### src/rtl/mw_writeback_pkg.sv
// Shared decode definitions for the writeback (W) stage of the 5-stage MIPS pipeline.
// This package holds:
//   - the opcode and funct constants;
//   - the write-data and write-address select encodings;
//   - the load-type encoding;
//   - a decode helper that maps an instruction to its writeback controls.
// The hazard unit's Tnew/Tuse decode imports the same constants.
package mw_writeback_pkg;

  localparam logic [5:0] OP_RTYPE = 6'h00;
  localparam logic [5:0] OP_JAL   = 6'h03;
  localparam logic [5:0] OP_ADDIU = 6'h09;
  localparam logic [5:0] OP_ORI   = 6'h0d;
  localparam logic [5:0] OP_LUI   = 6'h0f;
  localparam logic [5:0] OP_LB    = 6'h20;
  localparam logic [5:0] OP_LH    = 6'h21;
  localparam logic [5:0] OP_LW    = 6'h23;
  localparam logic [5:0] OP_LBU   = 6'h24;
  localparam logic [5:0] OP_LHU   = 6'h25;

  localparam logic [5:0] FN_SLL   = 6'h00;
  localparam logic [5:0] FN_JR    = 6'h08;
  localparam logic [5:0] FN_JALR  = 6'h09;
  localparam logic [5:0] FN_ADDU  = 6'h21;
  localparam logic [5:0] FN_SUBU  = 6'h23;
  localparam logic [5:0] FN_SLT   = 6'h2a;

  // Source of the register-file write data
  typedef enum logic [1:0] {WD_AO, WD_DM, WD_PC8} wd_sel_t;

  // Source of the register-file write address; A3_NONE marks a non-writing instruction
  typedef enum logic [1:0] {A3_NONE, A3_RD, A3_RT, A3_RA} a3_sel_t;

  // Width/signedness of a load
  typedef enum logic [2:0] {LD_W, LD_B, LD_BU, LD_H, LD_HU} ld_type_t;

  typedef struct packed {
    a3_sel_t  a3_sel;
    wd_sel_t  wd_sel;
    ld_type_t ld_type;
  } wb_ctrl_t;

  function automatic wb_ctrl_t wb_decode(input logic [5:0] op, input logic [5:0] funct);
    wb_ctrl_t c;
    c.a3_sel  = A3_NONE;
    c.wd_sel  = WD_AO;
    c.ld_type = LD_W;
    case (op)
      OP_RTYPE: begin
        case (funct)
          FN_ADDU, FN_SUBU, FN_SLT, FN_SLL: c.a3_sel = A3_RD;
          FN_JALR: begin
            c.a3_sel = A3_RD;
            c.wd_sel = WD_PC8;
          end
          default: c.a3_sel = A3_NONE;  // jr and anything unsupported
        endcase
      end
      OP_ADDIU, OP_ORI, OP_LUI: c.a3_sel = A3_RT;
      OP_LW:  begin c.a3_sel = A3_RT; c.wd_sel = WD_DM; c.ld_type = LD_W;  end
      OP_LB:  begin c.a3_sel = A3_RT; c.wd_sel = WD_DM; c.ld_type = LD_B;  end
      OP_LBU: begin c.a3_sel = A3_RT; c.wd_sel = WD_DM; c.ld_type = LD_BU; end
      OP_LH:  begin c.a3_sel = A3_RT; c.wd_sel = WD_DM; c.ld_type = LD_H;  end
      OP_LHU: begin c.a3_sel = A3_RT; c.wd_sel = WD_DM; c.ld_type = LD_HU; end
      OP_JAL: begin c.a3_sel = A3_RA; c.wd_sel = WD_PC8; end
      default: c.a3_sel = A3_NONE;
    endcase
    return c;
  endfunction

endpackage

### src/rtl/mw_writeback_load_ext.sv
// Load extension for the W stage (purely combinational).
// Ports:
//   dr      - raw aligned word read from data memory
//   ao_lo   - low two address bits (byte lane select, little-endian)
//   ld_type - load width/signedness
//   ext     - extended 32-bit load result
module mw_writeback_load_ext
  import mw_writeback_pkg::*;
(
  input  logic [31:0] dr,
  input  logic [1:0]  ao_lo,
  input  ld_type_t    ld_type,
  output logic [31:0] ext
);

  logic [7:0]  byte_val;
  logic [15:0] half_val;

  always_comb begin
    byte_val = dr[7:0];
    case (ao_lo)
      2'd1:    byte_val = dr[15:8];
      2'd2:    byte_val = dr[23:16];
      2'd3:    byte_val = dr[31:24];
      default: byte_val = dr[7:0];
    endcase
    // Bit 0 never selects anything for halfwords; misaligned halfwords are trapped upstream
    half_val = ao_lo[1] ? dr[31:16] : dr[15:0];

    ext = dr;
    case (ld_type)
      LD_B:    ext = {{24{byte_val[7]}}, byte_val};
      LD_BU:   ext = {24'h0, byte_val};
      LD_H:    ext = {{16{half_val[15]}}, half_val};
      LD_HU:   ext = {16'h0, half_val};
      default: ext = dr;
    endcase
  end

endmodule

### src/rtl/mw_writeback.sv
// W stage of the 5-stage MIPS CPU: the M/W pipeline register plus the writeback logic.
// Ports:
//   Clk, Reset                 - clock and synchronous active-high reset
//   IRM, PC8M, AOM, DRM        - instruction, PC+8, ALU result and memory word from M
//   IRW, PC8W                  - registered instruction/PC+8, used as the forwarding source
//   MUX_RF_A3_OUT, MUX_RF_WD_OUT, We - register-file write port (driven from W registers only)
//   Retired                    - count of non-bubble instructions latched into W
module mw_writeback
  import mw_writeback_pkg::*;
#(
  parameter int RETIRE_W   = 32,
  parameter bit ZERO_GUARD = 1'b1
) (
  input  logic                Clk,
  input  logic                Reset,
  input  logic [31:0]         IRM,
  input  logic [31:0]         PC8M,
  input  logic [31:0]         AOM,
  input  logic [31:0]         DRM,
  output logic [31:0]         IRW,
  output logic [31:0]         PC8W,
  output logic [4:0]          MUX_RF_A3_OUT,
  output logic [31:0]         MUX_RF_WD_OUT,
  output logic                We,
  output logic [RETIRE_W-1:0] Retired
);

  logic [31:0]         ir_reg;
  logic [31:0]         pc8_reg;
  logic [31:0]         ao_reg;
  logic [31:0]         dr_reg;
  logic [RETIRE_W-1:0] retired_reg;

  always_ff @(posedge Clk) begin
    if (Reset) begin
      // Clearing IR turns the W slot into a bubble (sll $0), so the discarded
      // instruction never writes the register file.
      ir_reg      <= '0;
      pc8_reg     <= '0;
      ao_reg      <= '0;
      dr_reg      <= '0;
      retired_reg <= '0;
    end else begin
      ir_reg  <= IRM;
      pc8_reg <= PC8M;
      ao_reg  <= AOM;
      dr_reg  <= DRM;
      if (IRM != 32'h0) begin
        retired_reg <= retired_reg + RETIRE_W'(1);
      end
    end
  end

  wb_ctrl_t    ctrl;
  logic [4:0]  a3;
  logic [31:0] wd_raw;
  logic [31:0] load_data;

  mw_writeback_load_ext load_ext (
    .dr      (dr_reg),
    .ao_lo   (ao_reg[1:0]),
    .ld_type (ctrl.ld_type),
    .ext     (load_data)
  );

  always_comb begin
    ctrl = wb_decode(ir_reg[31:26], ir_reg[5:0]);

    case (ctrl.a3_sel)
      A3_RD:   a3 = ir_reg[15:11];
      A3_RT:   a3 = ir_reg[20:16];
      A3_RA:   a3 = 5'd31;
      default: a3 = 5'd0;
    endcase

    case (ctrl.wd_sel)
      WD_PC8:  wd_raw = pc8_reg;
      WD_DM:   wd_raw = load_data;
      default: wd_raw = ao_reg;
    endcase
  end

  assign IRW           = ir_reg;
  assign PC8W          = pc8_reg;
  assign Retired       = retired_reg;
  assign MUX_RF_A3_OUT = a3;
  // Non-writing instructions (and writes aimed at $0) present zero data
  assign MUX_RF_WD_OUT = (a3 == 5'd0) ? 32'h0 : wd_raw;
  assign We            = (ctrl.a3_sel != A3_NONE) && !(ZERO_GUARD && (a3 == 5'd0));

endmodule

### config.mk
export PLATFORM = sky130hd
export DESIGN_NAME = mw_writeback
export DESIGN_NICKNAME = d
export VERILOG_FILES = /design/src/rtl/mw_writeback_pkg.sv /design/src/rtl/mw_writeback_load_ext.sv /design/src/rtl/mw_writeback.sv
export SDC_FILE = /design/constraint.sdc
export NUM_CORES = 1
export LEC_CHECK = 0
export ABC_AREA = 1
export CORE_MARGIN = 2
export CORE_UTILIZATION = 47
export CTS_BUF_LIST = sky130_fd_sc_hd__clkbuf_16
export DETAILED_ROUTE_END_ITERATION = 10
export PLACE_DENSITY = 0.79
export SLEW_MARGIN = 15
export SYNTH_ARGS = -nofsm -noshare
export SYNTH_HDL_FRONTEND = slang
export SYNTH_HIERARCHICAL = 1
export SYNTH_SLANG_ARGS = --single-unit
### constraint.sdc
create_clock -name Clk -period 3.5 [get_ports Clk]
set_input_delay 0.525 -clock Clk [delete_from_list [all_inputs] [get_ports Clk]]
set_output_delay 0.525 -clock Clk [all_outputs]
set_load 0.03 [all_outputs]
# Word-level counts from Yosys, hierarchy flattened
# Index checks and enable logic that the tools add are counted.
# totals
regBits	160
latchBits	0
ram_bits	0
rom_bits	0
out_inout_bits	134
elab_cells	52
mem_count	0
# classes
n_addsub	1
mul	0
div	0
order_cmp	0
n_eq_ne	25
shifts	0
muxes	11
n_bitwise	0
reduce_logical	10
# ops
cell	count
$pmux 32 s4	1
$pmux 32 s2	1
$eq 6x6->1 const B	8
$add 32x1->32 const B	1
$mux 32	1
$reduce_bool 32->1	1
$eq 6x4->1 const B	4
$pmux 8 s3	1
$mux 16	1
$pmux 5 s3	1
$logic_not 6->1	2
$pmux 2 s3	2
$pmux 3 s4	1
$eq 2x2->1 const B	5
$reduce_or 5->1	2
$reduce_or 8->1	1
$eq 2x1->1 const B	3
$eq 3x2->1 const B	2
$eq 6x2->1 const B	1
$logic_not 5->1	1
$eq 3x1->1 const B	1
$eq 3x3->1 const B	1
$mux 2	1
$reduce_bool 2->1	1
other kinds (3)	3

# Depth between registers and ports, before layout
# Gate-level depths: netlist of run 1.
# depth
word_depth	9
mapped_depth	14

# Hierarchy
# The synthesis of run 1 kept the hierarchy.
# modules_own_cells
module	n_inst	cells_each	area_each_um2	seq_area_each_um2
mw_writeback	1	896	6696.4	3203.1
mw_writeback_load_ext	1	197	1328.8	0.0

# Worst setup path before layout of run 1
# OpenSTA, ideal clock, no wires.
# synth_timing
path_type	reg-to-output
from	reg ir_reg[31] (netlist: IRW[31])
to	out MUX_RF_WD_OUT[25]
arrival_time_ps	2796
setup_slack_ps	179
path_stages_with_launch	15
n_path_buf	1
cell_sequence	dfxtp_1 -> inv_1 -> nor2_1 -> nand3_1 -> o21ai_0 -> inv_1 -> nand3_2 -> nand2_4 -> inv_8 -> buf_12 -> nand3_2 -> nand3_1 -> a22o_1 -> mux2i_1 -> nor2_1
# synth_rtl
element	line	source
start, declared	mw_writeback.sv:28	logic [31:0] ir_reg;
start signal, assigned	mw_writeback.sv:38	ir_reg <= '0;
start signal, assigned	mw_writeback.sv:44	ir_reg <= IRM;
end, declared	mw_writeback.sv:23	output logic [31:0] MUX_RF_WD_OUT,

==> impl_metrics.ini, run 1 <==
[worst_setup_path]
critPathKind = reg -> out
crit_buf_inv = 4
path_cells = inv_1, nor2_2, nand3_2, o21ai_1, buf_4, nand2_2, nand2_4, nand2_4, buf_6, nand3_2, nand3_2, a22o_1, mux2i_1, nor2_1, clkdlybuf4s15_2
slowest_stage = dfxtp_1
required_ns = 2.97
startpoint_type = flop
crit_path_end_kind = output port
slowest_delay_ns = 0.37
path_max_fanout = 12
critical_path_arrival_ns = 2.81
critPathMostFrequentCell = nand3_2
critical-path-top-delay-family = simple AND/OR/NAND/NOR gates

[power]
total_power_mw = 4.49
vdd_drop_max_mv = 0.332
p_clk_share_pct = 37.9
power_switching_mw = 1.26
power.share.switching_pct = 28.0
share_comb_of_total_power_pct = 18.3
leakage_nw = 5.57
intPower_mw = 3.23
p_per_area_nw_per_um2 = 394
seq_power_share_pct = 43.7

[grt]
antenna_found_initial = 0
overflow = 0
grt_first_pass_wirelength_um = 37900
grt_max_degree = 70
grtUsageTotal_pct = 26.7
first_global_vias = 7412

[drt]
vias_per_cell = 4.86
detail-route-antenna-nets = 0
wl_per_cell_um = 15.5
drt-initial-drc-count = 424
routed_wirelength_um = 24500
drc_errors = 0
drtPass1Iterations = 5
vias = 7715

[placement]
dp.cells = 1544
pre_cts_ws_ns = 0.121
hpwl_um = 18400
io_buffers = 263
place.gp.congestion = 0.921

[yosys]
synth_edf_count = 0
synth.area.top_cells = dfxtp_1, nor2_1, inv_1
netlist_area_um2 = 8030
netlist.area_leader.share_pct = 39.9
syn_avg_cell_area_um2 = 7.34
synth_warnings = 6
syn_nets = 1226
async_reset_ff_share_pct = 0
ys_seq_elements = 160
synthFlopType = dfxtp_1
synthCells = 1093
synth.distinct_cells = 33
synth-seq-area-share_pct = 39.9
yosysTopAreaCell = dfxtp_1

[sta]
fin_tns_setup_ns = 0
finalSetupViolations = 0
hold_ws_ns = 0.504
worstMarginPinSlew_ns = 1.00
max_slew_margin_pct = 33.2
setup_slack_ns = 0.163
timing.fmax_ghz = 0.300
maxSlewViolCount = 0
timing.final.crit_share_pct = 95.3
hold_viol = 0
period_needed_ns = 3.34
fin_worst_skew_ns = 0.00968

[die]
die_x_um = 135
start_util_pct = 48.2
fp-row-count = 47
core-area_um2 = 16600
io_pins = 264
die_area_um2 = 18100
die_y_um = 135

[worst_hold_path]
hp-class = reg -> reg

[run]
maxCapViolCount = 0

[clock_tree]
cts_sinks = 160
clock_latency_ns = 0.42
numCtsBuffers = 17
cts_root_buf = clkbuf_16
htreeDepth = 4
cts.path.max_buffers = 2
clk_pin_slew_ns = 0.06
cts_tree = yes

[final_layout]
nNetsFinal = 1487
area_growth_pct = 42.1
insertedDiodeCount = 0
fin_cells = 1587
drive_gt1_share_pct = 12.8

[run_status]
status = finished, final reports clean
==> layer usage <==
layer  part of all wire (%)  vias up  track usage [%]
met4                    2.0        0             9.06
met2                     47      305             45.2
met1                     41     3472             31.9
li1                       -     3903                -
met3                    9.6       35             8.82
met5                      0        -                0
==> logic make-up (layout without fill, tap and decap cells) <==
group,after synthesis,in the layout,synth area share [%]
fa+ha+maj,3,3,0.468
xor+xnor,27,27,2.95
mux,32,32,3.99
flops,160,160,39.9
buf+inv,244,517,13.0
compound gates,75,75,6.31
simple gates,552,553,33.3
==> power groups by stage <==
stage	registers [mW]	clock network, mW	logic [mW]
final	1.96	1.70	0.823
after global routing	1.97	1.80	0.887
after CTS	1.96	1.74	0.816
after detailed placement	2.00	0	0.818
after global placement	2.00	0	0.811
after floorplan	2.07	0	0.382
==> cells in the mapped netlist (16+ instances only) <==
cell      instances
nor2_1          201
inv_1           191
nand2_1         189
dfxtp_1         160
nand3_2          59
nand3_1          42
a21oi_1          35
a22o_1           32
clkbuf_1         32
mux2i_1          32
nand4_1          20
nor3_1           16
==> final cells by class <==
class                      count  area [um2]
inverter                     195         761
tap                          220         275
clock buffer                  17         425
multi-input combinational    690        3830
timing repair buffer         290        2800
clock inverter                15         108
sequential                   160        3200
fill                        1437        5240
==> layout by cell type, fill, tap and decap left out, types with 3 or more instances in the layout <==
cell type / instances
clkinvlp_4: 3
clkbuf_2: 11
nor2_1: 200
a22o_1: 32
mux2i_1: 32
nand2_2: 3
buf_6: 4
xor2_1: 15
xnor2_1: 12
buf_12: 4
buf_4: 37
nand3_2: 59
clkbuf_16: 17
nor3_1: 16
inv_1: 195
dfxtp_1: 160
o21ai_0: 5
nand4_1: 20
nand3_1: 41
clkinv_2: 3
clkdlybuf4s50_1: 229
inv_2: 3
nor2_2: 12
a21oi_1: 35
nand2_1: 189
==> repair_timing <==
| item | CTS | global route |
|---|---|---|
| pin swaps | 0 | 2 |
| hold buffers | 0 | 0 |
| resized for setup | 22 | 35 |
| cloned | 0 | 1 |
| setup buffers | 0 | 10 |
| setup endpoints to repair | 16 | 33 |
==> stage by stage <==
stage	cell area, um2	util [%]
global route	11400	68.5
detailed placement	10800	64.7
global placement	10800	64.7
CTS	11300	67.8
finish	11400	68.5
floorplan	8030	-
==> final timing paths <==
| path | start | endpoint | slack [ns] | cells past startpoint |
|---|---|---|---|---|
| max | IRW[31] | MUX_RF_WD_OUT[7] | 0.16 | 15 |
| min | Retired[31] | Retired[31] | 0.50 | 2 |
| max reg2reg | Retired[11] | Retired[29] | 1.66 | 7 |
| min reg2reg | Retired[31] | Retired[31] | 0.50 | 2 |
==> worst register-to-register path, delay by kind of cell, from the launching register on <==
kind	cells	cell delay, ns
AO/OA/AOI/OAI	1	0.15
buffers and inverters	1	0.08
XOR/XNOR	1	0.16
flip-flops	1	0.42
AND/OR/NAND/NOR	4	0.96
Note: power is estimated with default switching activity, not from simulation.
==> inputs of run 2 (changes only) <==
--- a/config.mk
+++ b/config.mk
@@ -6,10 +6,11 @@
 export NUM_CORES = 1
 export LEC_CHECK = 0
 export ABC_AREA = 1
-export CORE_MARGIN = 2
 export CORE_UTILIZATION = 47
 export CTS_BUF_LIST = sky130_fd_sc_hd__clkbuf_16
+export CTS_CLUSTER_SIZE = 25
 export DETAILED_ROUTE_END_ITERATION = 10
+export HOLD_SLACK_MARGIN = 0.12
 export PLACE_DENSITY = 0.79
 export SLEW_MARGIN = 15
 export SYNTH_ARGS = -nofsm -noshare
==> impl_metrics.ini, run 2 (synthesis gave the netlist of run 1 again) <==
[final_layout]
mostFrequentLayoutCells = clkdlybuf4s50_1, nor2_1, inv_1
fin_cells = 1589
drive_gt1_share_pct = 13.0
fill_cells = 1425
utilization_pct = 69.0
area_growth_pct = 43.0
insertedDiodeCount = 0
nNetsFinal = 1490
final_common_cell = clkdlybuf4s50_1

[worst_setup_path]
slowest_delay_ns = 0.42
path_max_fanout = 15
startpoint_type = flop
crit_path_end_kind = output port
required_ns = 2.97
critical-path-top-delay-family = simple AND/OR/NAND/NOR gates
critPathKind = reg -> out
critPathMostFrequentCell = buf_4
reg2reg_setup_slack_ns = 1.68
slowest_stage = dfxtp_1
crit_buf_inv = 3
reg2reg_depth = 7
regToRegEndpoint = Retired[29]
timing.rr.start = Retired[11]
critical_path_arrival_ns = 2.85
path_cells = nor2_1, nand3_1, o21ai_1, buf_4, o21ai_4, nand2_8, buf_4, nand3_2, nand3_1, a22o_1, mux2i_1, nor2_1, buf_4

[die]
core-area_um2 = 16600
io_pins = 264
die_x_um = 133
start_util_pct = 48.2
die_area_um2 = 17600
fp-row-count = 47
die_y_um = 133

[clock_tree]
cts_sinks = 160
clock_latency_ns = 0.42
clk_pin_slew_ns = 0.06
cts-hold-fix-buffers = 0
numCtsBuffers = 17
cts_root_buf = clkbuf_16
htreeDepth = 4
cts.path.max_buffers = 2
cts_tree = yes

[power]
total_power_mw = 4.56
vdd_drop_max_mv = 0.307
p_per_area_nw_per_um2 = 397
leakage_nw = 5.59

[grt]
grt_max_degree = 73
grt_first_pass_wirelength_um = 37600
grtUsageMet2_pct = 46.9
met3_usage_pct = 7.85
grtUsageTotal_pct = 27.2
first_global_vias = 7404
top_usage_layer = met2
overflow = 0
antenna_found_initial = 2
grtUsageMet1_pct = 32.5

[worst_hold_path]
hold-path-endpoint = Retired[31]
hold_path.startpoint = Retired[31]
hold_depth = 2
hp-class = reg -> reg

[drt]
drtPass1Iterations = 5
drt-initial-drc-count = 431
wl_per_cell_um = 15.1
detail-route-antenna-nets = 0
vias = 7666
routed_wirelength_um = 24000
vias_per_cell = 4.82
drc_errors = 0

[sta]
maxSlewViolCount = 0
fin_worst_skew_ns = 0.00986
finalSetupViolations = 0
max_slew_margin_pct = 31.6
period_needed_ns = 3.37
timing.fmax_ghz = 0.297
worstMarginPinSlew_ns = 1.03
timing.final.crit_share_pct = 96.3
hold_viol = 0

[placement]
hpwl_um = 17900
dp.cells = 1545
io_buffers = 263
place.gp.congestion = 0.949

[run_status]
status = finished, final reports clean

[run]
maxCapViolCount = 0
## run 2: worst max path at each step
| stage | cells after the start | start | end | slack [ns] |
|---|---|---|---|---|
| 6_report | 13 | IRW[27] | MUX_RF_WD_OUT[31] | 0.13 |
| 5_1_grt | 13 | IRW[27] | MUX_RF_WD_OUT[13] | -0.02 |
| 4_1_cts | 15 | IRW[31] | MUX_RF_WD_OUT[1] | 0.007 |
| 3_5_place_dp | 11 | IRW[27] | MUX_RF_WD_OUT[8] | 0.02 |
| 3_3_place_gp | 11 | IRW[27] | MUX_RF_WD_OUT[8] | -0.007 |
| 2_1_floorplan | 14 | IRW[31] | MUX_RF_WD_OUT[25] | 0.18 |
## run 2: what timing repair did
action                     4_1_cts  5_1_grt
gates cloned                     0        1
pin swaps                        0        2
buffers inserted                 5        7
hold endpoints to repair         0        0
resized for setup               33       21
setup endpoints to repair       28       32
## run 2: metrics by stage
stage	setup WS [ns]	hold slack (ns)	TNS (ns)	instance area, um2
after global routing	-0.0208	0.526	-0.0333	11500
after global placement	-0.00681	0.488	-0.00681	10800
after detailed placement	0.0184	0.492	0	10800
final	0.128	0.501	0	11500
after CTS	0.00661	0.503	0	11400
after floorplan	0.179	0.597	0	8030
## run 2: worst min-delay path: cells and delay by family (launching register included)
family          cells  cell delay (ns)
flops               1             0.33
simple gates        1             0.07
compound gates      1             0.05
## run 2: area by class of cell
class                           instances  area (um2)  area share, %
Timing Repair inverter                  1        8.76         0.0763
Clock inverter                         14         130           1.13
Sequential cell                       160        3200           27.9
Clock buffer                           17         425           3.71
Tap cell                              220         275           2.40
Multi-Input combinational cell        689        3830           33.4
Inverter                              195         747           6.51
Timing Repair Buffer                  293        2860           24.9
## run 2: where the power goes
part / internal [mW] / switching, mW / total (mW)
clock network: 1.03 / 0.740 / 1.77
registers: 1.90 / 0.0561 / 1.96
logic: 0.372 / 0.453 / 0.825
## run 2: layer usage
layer	vias up	share of wire, %
met3	27	7.8
met2	280	47
li1	3907	-
met5	-	0.096
met4	4	1.8
met1	3448	43
